[config.mk]
export PLATFORM = sky130hd
export DESIGN_NAME = fetch_unit
export DESIGN_NICKNAME = d
export VERILOG_FILES = /design/src/rtl/fetch_unit.sv
export SDC_FILE = /design/constraint.sdc
export NUM_CORES = 1
export LEC_CHECK = 0
export BUFFER_PORTS_ARGS = -buffer_cell sky130_fd_sc_hd__buf_2
export CORE_MARGIN = 2
export CORE_UTILIZATION = 52
export CTS_CLUSTER_SIZE = 40
export DETAILED_ROUTE_END_ITERATION = 10
export PLACE_DENSITY_LB_ADDON = 0.15
export SYNTH_ARGS = -nofsm -noshare
export SYNTH_HDL_FRONTEND = slang
export SYNTH_SLANG_ARGS = --single-unit
[constraint.sdc]
create_clock -name clk -period 5.1 [get_ports clk]
set_input_delay 1.02 -clock clk [delete_from_list [all_inputs] [get_ports clk]]
set_output_delay 1.02 -clock clk [all_outputs]
set_load 0.02 [all_outputs]
[src/rtl/fetch_unit.sv]
// Y86-64 fetch stage: owns the architectural PC, pulls one instruction a byte at a
// time over a req/ack memory port and presents the decoded fields under valid/ready.
module fetch_unit #(
    parameter logic [63:0] RESET_PC = 64'h0,
    parameter logic [63:0] MAX_ADDR = 64'hFFF
) (
    input  logic        clk,
    input  logic        rst_n,
    input  logic        en,
    input  logic        pc_load,
    input  logic [63:0] pc_in,
    output logic        imem_req,
    output logic [63:0] imem_addr,
    input  logic        imem_ack,
    input  logic [7:0]  imem_rdata,
    input  logic        imem_err,
    output logic        out_valid,
    input  logic        out_ready,
    output logic [3:0]  icode,
    output logic [3:0]  ifun,
    output logic [3:0]  rA,
    output logic [3:0]  rB,
    output logic [63:0] valC,
    output logic [63:0] valP,
    output logic [63:0] pc,
    output logic [2:0]  stat,
    output logic [2:0]  dbg_state
);

    typedef enum logic [2:0] {
        S_IDLE    = 3'd0,
        S_FETCH   = 3'd1,
        S_DONE    = 3'd2,
        S_WAIT_PC = 3'd3,
        S_STOP    = 3'd4
    } state_t;

    localparam logic [2:0] STAT_AOK = 3'd1;
    localparam logic [2:0] STAT_HLT = 3'd2;
    localparam logic [2:0] STAT_ADR = 3'd3;
    localparam logic [2:0] STAT_INS = 3'd4;

    state_t      r_state;
    state_t      w_state_nxt;
    logic [63:0] r_pc;
    logic [63:0] r_valc;
    logic [63:0] r_valp;
    logic [3:0]  r_k;
    logic [3:0]  r_icode;
    logic [3:0]  r_ifun;
    logic [3:0]  r_ra;
    logic [3:0]  r_rb;
    logic [2:0]  r_stat;
    logic        r_out_valid;

    logic [64:0] w_addr_sum;
    logic        w_addr_bad;
    logic [3:0]  w_icode_now;
    logic [3:0]  w_len;
    logic        w_last;
    logic        w_has_regs;
    logic [2:0]  w_vidx;
    logic        w_byte_ok;
    logic        w_complete;
    logic        w_retire;
    logic        w_fail_adr;
    logic        w_fail_ins;

    function automatic logic [3:0] insn_len(input logic [3:0] ic);
        case (ic)
            4'h0, 4'h1, 4'h9:       insn_len = 4'd1;
            4'h2, 4'h6, 4'hA, 4'hB: insn_len = 4'd2;
            4'h7, 4'h8:             insn_len = 4'd9;
            4'h3, 4'h4, 4'h5:       insn_len = 4'd10;
            default:                insn_len = 4'd1;
        endcase
    endfunction

    // 65-bit sum so a wrap past 2^64 is seen as out of range rather than a low address.
    assign w_addr_sum  = {1'b0, r_pc} + {61'd0, r_k};
    assign w_addr_bad  = w_addr_sum[64] | (w_addr_sum[63:0] > MAX_ADDR);
    assign w_icode_now = (r_k == 4'd0) ? imem_rdata[7:4] : r_icode;
    assign w_len       = insn_len(w_icode_now);
    assign w_last      = ((r_k + 4'd1) == w_len);
    assign w_has_regs  = (r_icode inside {4'h2, 4'h3, 4'h4, 4'h5, 4'h6, 4'hA, 4'hB});
    // valC byte slot: constant starts after the register byte when there is one.
    assign w_vidx      = w_has_regs ? 3'(r_k - 4'd2) : 3'(r_k - 4'd1);

    always_comb begin
        w_state_nxt = r_state;
        w_byte_ok   = 1'b0;
        w_complete  = 1'b0;
        w_retire    = 1'b0;
        w_fail_adr  = 1'b0;
        w_fail_ins  = 1'b0;
        case (r_state)
            S_IDLE: begin
                if (en) w_state_nxt = S_FETCH;
            end
            S_FETCH: begin
                if (w_addr_bad) begin
                    w_fail_adr  = 1'b1;
                    w_state_nxt = S_STOP;
                end else if (imem_ack) begin
                    if (imem_err) begin
                        w_fail_adr  = 1'b1;
                        w_state_nxt = S_STOP;
                    end else if ((r_k == 4'd0) && (imem_rdata[7:4] > 4'hB)) begin
                        w_fail_ins  = 1'b1;
                        w_state_nxt = S_STOP;
                    end else begin
                        w_byte_ok = 1'b1;
                        if (w_last) begin
                            w_complete  = 1'b1;
                            w_state_nxt = S_DONE;
                        end
                    end
                end
            end
            S_DONE: begin
                if (out_ready) begin
                    w_retire    = 1'b1;
                    w_state_nxt = (r_icode == 4'h0) ? S_STOP : S_WAIT_PC;
                end
            end
            default: ;
        endcase
        // A PC load overrides everything, including an acked byte or a DONE handshake.
        if (pc_load) begin
            w_state_nxt = S_IDLE;
            w_byte_ok   = 1'b0;
            w_complete  = 1'b0;
            w_retire    = 1'b0;
            w_fail_adr  = 1'b0;
            w_fail_ins  = 1'b0;
        end
    end

    always_ff @(posedge clk or negedge rst_n) begin
        if (!rst_n) r_state <= S_IDLE;
        else        r_state <= w_state_nxt;
    end

    always_ff @(posedge clk or negedge rst_n) begin
        if (!rst_n) begin
            r_pc        <= RESET_PC;
            r_k         <= 4'd0;
            r_out_valid <= 1'b0;
            r_stat      <= STAT_AOK;
            r_icode     <= 4'h0;
            r_ifun      <= 4'h0;
            r_ra        <= 4'hF;
            r_rb        <= 4'hF;
            r_valc      <= 64'd0;
            r_valp      <= 64'd0;
        end else if (pc_load) begin
            r_pc        <= pc_in;
            r_k         <= 4'd0;
            r_out_valid <= 1'b0;
            r_stat      <= STAT_AOK;
        end else begin
            if ((r_state == S_IDLE) && en) r_k <= 4'd0;
            if (w_fail_adr) r_stat <= STAT_ADR;
            if (w_fail_ins) r_stat <= STAT_INS;
            if (w_byte_ok) begin
                r_k <= r_k + 4'd1;
                if (r_k == 4'd0) begin
                    r_icode <= imem_rdata[7:4];
                    r_ifun  <= imem_rdata[3:0];
                    r_ra    <= 4'hF;
                    r_rb    <= 4'hF;
                    r_valc  <= 64'd0;
                end else if ((r_k == 4'd1) && w_has_regs) begin
                    r_ra <= imem_rdata[7:4];
                    r_rb <= imem_rdata[3:0];
                end else begin
                    r_valc[{w_vidx, 3'b000} +: 8] <= imem_rdata;
                end
            end
            if (w_complete) begin
                r_out_valid <= 1'b1;
                r_stat      <= STAT_AOK;
                r_valp      <= r_pc + {60'd0, w_len};
            end
            if (w_retire) begin
                r_out_valid <= 1'b0;
                if (r_icode == 4'h0) r_stat <= STAT_HLT;
            end
        end
    end

    // Request is decoded from registered state only, so reset drops it asynchronously.
    assign imem_req  = (r_state == S_FETCH) & ~w_addr_bad;
    assign imem_addr = w_addr_sum[63:0];
    assign out_valid = r_out_valid;
    assign icode     = r_icode;
    assign ifun      = r_ifun;
    assign rA        = r_ra;
    assign rB        = r_rb;
    assign valC      = r_valc;
    assign valP      = r_valp;
    assign pc        = r_pc;
    assign stat      = r_stat;
    assign dbg_state = r_state;

endmodule

[After elaboration in Yosys (flattened, before gate mapping)]
Memories as Yosys holds them, arrays and structs flattened.
Index checks and enable logic that the tools add are counted.
Word-level totals
  register bits after elaboration: 219
  ROM bits: 48
  logic and storage cells: 117
  memories: 1
  input port bits: 79
Operators by class
  $lt $le $gt $ge: 2
  multiplexer cells: 58
  reductions and logical operators: 17
  bitwise logic cells: 4
  shifts and indexed selects: 2
  eq/ne operators: 16
  $add $sub $neg: 6
Memory list
  (name not given): depth 16, bits a word 3, rd ports 1, clocked after Yosys merged registers in 0, wr ports 0, RTL line 70  | case (ic)
Operator list (count)
  64-bit two-way mux: 2
  64-bit by 4-bit adder with 65-bit output: 1
  64-bit by 4-bit adder with 64-bit output: 1
  64-bit bitwise mux: 1
  64-bit by 12-bit greater-than comparator with 1-bit output (second input constant): 1
  8-bit by 8-bit variable shift with 64-bit output (first input constant): 1
  8-bit by 8-bit variable part select with 64-bit output: 1
  3-bit two-way mux: 16
  4-bit two-way mux: 8
  1-bit two-way mux: 30
  4-bit by 3-bit == test with 1-bit output (second input constant): 3
  3-bit one-hot mux with 3 select lines: 1
  3-bit AND reduction: 3
  4-bit by 2-bit == test with 1-bit output (second input constant): 2
  4-bit == test (second input constant): 2
  4-bit logical NOT: 2
  6-bit negator with 8-bit output: 1
  7-bit nonzero test: 1
  3-bit inequality test (second input constant): 2
  6-bit inequality test (second input constant): 1
  3-bit nonzero test: 2
  5-bit AND reduction: 1
  4-bit by 1-bit adder with 4-bit output (second input constant): 1
  4-bit by 1-bit == test with 1-bit output (second input constant): 1
  16 further kinds: 20

[Logic depth before layout (Yosys ltp)]
An unclocked memory read counts as a cell.
  depth after elaboration: 15
  depth in mapped cells: 17

[Worst setup path before layout]
Ideal clock, no wire load.
  path type: reg-to-output
  from: register r_pc[0], in the netlist pc[0]
  to: output port imem_req
  arrival time: 3976 ps
  buffers on the path: 2
  stages on the path, launching flop included: 14
  slack: 104 ps
  cell sequence: dfrtp_1 -> ha_1 -> fa_1 -> a211oi_1 -> or3_1 -> buf_2 -> or4_1 -> buf_2 -> nor3_1 -> xor2_1 -> or4b_1 -> nor4_4 -> nand2_2 -> nor2_1
On the way
  longest elaborated chain between the ends: 5
RTL lines
  start: declaration: RTL line 45  | logic [63:0] r_pc;
  start signal: assignment: RTL line 157  | r_pc <= pc_in;
  64-bit by 4-bit adder with 65-bit output: RTL line 80  | assign w_addr_sum = {1'b0, r_pc} + {61'd0, r_k};
  named net imem_addr[60]: RTL line 13  | output logic [63:0] imem_addr,
  64-bit by 12-bit greater-than comparator with 1-bit output: RTL line 81  | assign w_addr_bad = w_addr_sum[64] | (w_addr_sum[63:0] > MAX_ADDR);
  1-bit OR: RTL line 81
  1-bit NOT: RTL line 193  | assign imem_req = (r_state == S_FETCH) & ~w_addr_bad;
  1-bit AND: RTL line 193
  end: declaration: RTL line 12  | output logic imem_req,
The timed path passes the listed nets, and every way through them passes these cells.

[Worst setup path in the final report]
  from: register r_k[1]
  to: output port imem_req
On the way
  longest elaborated chain between the ends: 5
RTL lines
  start: declaration: RTL line 48  | logic [3:0] r_k;
  start signal: assignment: RTL line 166  | r_k <= r_k + 4'd1;
  64-bit by 4-bit adder with 65-bit output *: RTL line 80
  64-bit by 12-bit greater-than comparator with 1-bit output: RTL line 81
  1-bit OR *: RTL line 81
  1-bit NOT *: RTL line 193
  1-bit AND *: RTL line 193
Every way passes the cells marked *; elsewhere a longest branch is shown, timed or not.

==> insert_results.sql <==
INSERT INTO impl_metrics (metric_group, metric, value, unit) VALUES
('outcome', 'status', 'finished clean', ''),
('yosys', 'synth-async-reset-ratio', '100', '%'),
('placement', 'place_worst_setup_slack', '0.161', 'ns'),
('yosys', 'count_leader_synth', 'dfrtp_1', ''),
('critical_path', 'cp.required', '4.08', 'ns'),
('yosys', 'synthesis.area', '0.0112', 'mm²'),
('timing', 'hold_violations', '0', ''),
('yosys', 'synth-main-ff-cell', 'dfrtp_1', ''),
('timing', 'minimum_setup_slack_in_the_final_design', '0.0621', 'ns'),
('yosys', 'post_synth_num_cell_types', '73', ''),
('critical_path', 'timing_worst_setup_path_type', 'flip-flop to output pin', ''),
('die', 'core_area', '0.0211', 'mm²'),
('grt', 'largest_net_degree_at_the_start_of_global_routing', '116', ''),
('worst_hold_path', 'worstHoldPathCells', '1', ''),
('detailed_routing', 'routed_wirelength', '36000', 'µm'),
('detailed_routing', 'first_pass_iters', '5', ''),
('yosys', 'synth_cell_count_leaders', 'dfrtp_1, mux2_2, o2bb2ai_1', ''),
('die', 'start_util', '53.3', '%'),
('timing', 'number_of_setup_violations_in_the_final_report', '0', ''),
('layout', 'drive_above_1_share', '42.5', '%'),
('worst_hold_path', 'hold_path.class', 'flip-flop to flip-flop', ''),
('detailed_routing', 'detail_route.vias_per_cell', '5.87', ''),
('critical_path', 'worst_path_dominant_cell_family', 'simple AND/OR/NAND/NOR gates', ''),
('worst_hold_path', 'min_from', 'valP[34]', ''),
('yosys', 'synth_top_area_share', '46.8', '%'),
('yosys', 'post_synth_main_area_contributors', 'dfrtp_1, mux2_2, o2bb2ai_1', ''),
('grt', 'gr-usage-all-layers', '30.8', '%'),
('pwr', 'cellPowerDensity', '306', 'mW/mm²'),
('die', 'std_cell_rows', '53', ''),
('pwr', 'p_leak', '7.10', 'nW'),
('clocking', 'numClockSinks', '219', ''),
('clocking', 'cts_tree', 'yes', ''),
('timing', 'maxSlewHeadroom', '34.4', '%'),
('critical_path', 'worstRegToRegCells', '15', ''),
('die', 'die_height', '151', 'µm'),
('critical_path', 'cp_slowest_cell', 'or4b_4', ''),
('critical_path', 'critical_path_cell_count', '11', ''),
('yosys', 'ys_seq_area_share', '48.9', '%'),
('critical_path', 'worstSetupEndpointType', 'output pin', ''),
('pwr', 'vdd.ir_drop.worst', '0.000308', 'V'),
('detailed_routing', 'dr_total_vias', '9943', ''),
('yosys', 'yosysWarningCount', '0', ''),
('timing', 'post-route-min-period', '5.04', 'ns'),
('run', 'max_capacitance_violation_count', '0', ''),
('die', 'design.die.area', '0.0228', 'mm²'),
('critical_path', 'worst_path_largest_cell_delay', '0.55', 'ns'),
('placement', 'finalWeightedCongestion', '1.03', ''),
('timing', 'worst_clock_skew', '0.0155', 'ns'),
('detailed_routing', 'wire_per_inst', '21.3', 'µm'),
('die', 'design.portCount', '359', ''),
('clocking', 'cts_buffers', '23', ''),
('die', 'die_w', '151', 'µm'),
('grt', 'grt-ovfl-total', '0', ''),
('timing', 'whs', '0.480', 'ns'),
('timing', 'max_freq', '198', 'MHz'),
('placement', 'place.port_buffers', '358', ''),
('detailed_routing', 'drt_drc_violations_left', '0', ''),
('yosys', 'synth_enable_flop_cells', '0', ''),
('critical_path', 'cp_cell_sequence', 'ha_1, a21oi_2, o22a_2, nor3_2, xnor2_1, or3b_2, or4b_4, nor4_4, nand2_2, nor2_1, buf_4', ''),
('timing', 'max_slew.worst_pin.slew', '0.983', 'ns'),
('critical_path', 'worst_r2r_startpoint', 'r_k[1]', ''),
('critical_path', 'timing.critical_path.arrival', '4.02', 'ns'),
('yosys', 'netlist_instances', '1030', ''),
('detailed_routing', 'antenna_violating_nets_post_route', '0', ''),
('clocking', 'holdBufCountCts', '0', ''),
('grt', 'grt_first_pass_wirelength', '54500', 'µm'),
('yosys', 'netlist.top_cell.by_area', 'dfrtp_1', ''),
('layout', 'final-seq-area', '0.00551', 'mm²'),
('grt', 'grt_pass1_vias', '9546', ''),
('critical_path', 'crit_path_start', 'r_k[1]', ''),
('timing', 'finalCritPeriodShare', '98.8', '%');
==> per-layer routing <==
| layer | share of wire [%] | vias to the layer above | track usage (%) |
|---|---|---|---|
| met5 | 0 | - | 0 |
| met4 | 3.4 | 0 | 11.0 |
| met3 | 8.6 | 85 | 7.20 |
| met2 | 48 | 474 | 49.9 |
| met1 | 40 | 4859 | 40.6 |
| li1 | - | 4525 | - |
==> cells in the final DEF (no fill, tap or decap), drive strengths merged, types with 6 or more instances in the layout <==
master / instances
or3: 12
o2bb2ai: 64
nand3: 32
mux2i: 9
buf: 411
ha: 13
a31oi: 7
a21oi: 21
and3: 16
o32a: 8
dfstp: 9
and4: 13
dfrtp: 210
nand2: 57
or4: 6
mux2: 86
nor3: 34
clkbuf: 32
inv: 18
nor4: 24
xor2: 39
xnor2: 41
nand4: 33
and2: 55
o21ai: 18
nor2: 61
==> area by class of cell <==
cell class | instances | area share (%)
Clock inverter | 9 | 1.29
Inverter | 17 | 0.439
Tap cell | 275 | 2.37
Clock buffer | 32 | 4.61
Timing Repair Buffer | 411 | 15.2
Antenna cell | 1 | 0.0172
Multi-Input combinational cell | 729 | 38.2
Sequential cell | 219 | 37.9
==> where the power goes <==
group / switching (mW) / internal [mW]
Sequential: 0.123 / 1.79
Combinational: 0.391 / 0.238
Clock: 0.722 / 1.17
==> per-stage QoR <==
stage                     total power, mW  util, %  std cells  setup TNS [ns]  cell area, µm²
final                                4.44     68.9       1693               0           14500
after CTS                            4.45     67.9       1679               0           14300
after global placement               2.55     63.3       1630               0           13300
after detailed placement             2.55     63.3       1630               0           13300
after floorplan                      2.27        -       1030               0           11200
after global routing                 4.59     68.9       1693         -0.0355           14500
==> cell families after synthesis <==
family / share of synthesized area, %
adder cells (fa/ha/maj): 1.80
AND/OR/NAND/NOR: 19.8
XOR/XNOR: 6.23
buffers and inverters: 3.11
multiplexers: 9.72
AO/OA/AOI/OAI: 10.5
flip-flops: 48.9
==> final timing paths <==
kind,end,slack [ns]
max,imem_req,0.06
min,valP[34],0.48
max reg2reg,valP[22],0.32
min reg2reg,valP[34],0.48
max in group asynchronous,pc[35],3.48
min in group asynchronous,pc[24],0.55
==> flip-flops by register name (all words and copies together) (netlist names) <==
signal and cells:
stat 3, out_valid 1, valC 64, icode 4
r_k 4, ifun 4, valP 64, dbg_state 3
pc 64, rB 4, rA 4
==> timing repair <==
action,4_1_cts,5_1_grt
setup endpoints to repair,1,1
resized for setup,15,25
pin swaps,6,9
setup buffers,8,13
(Power assumes the default switching activity.)
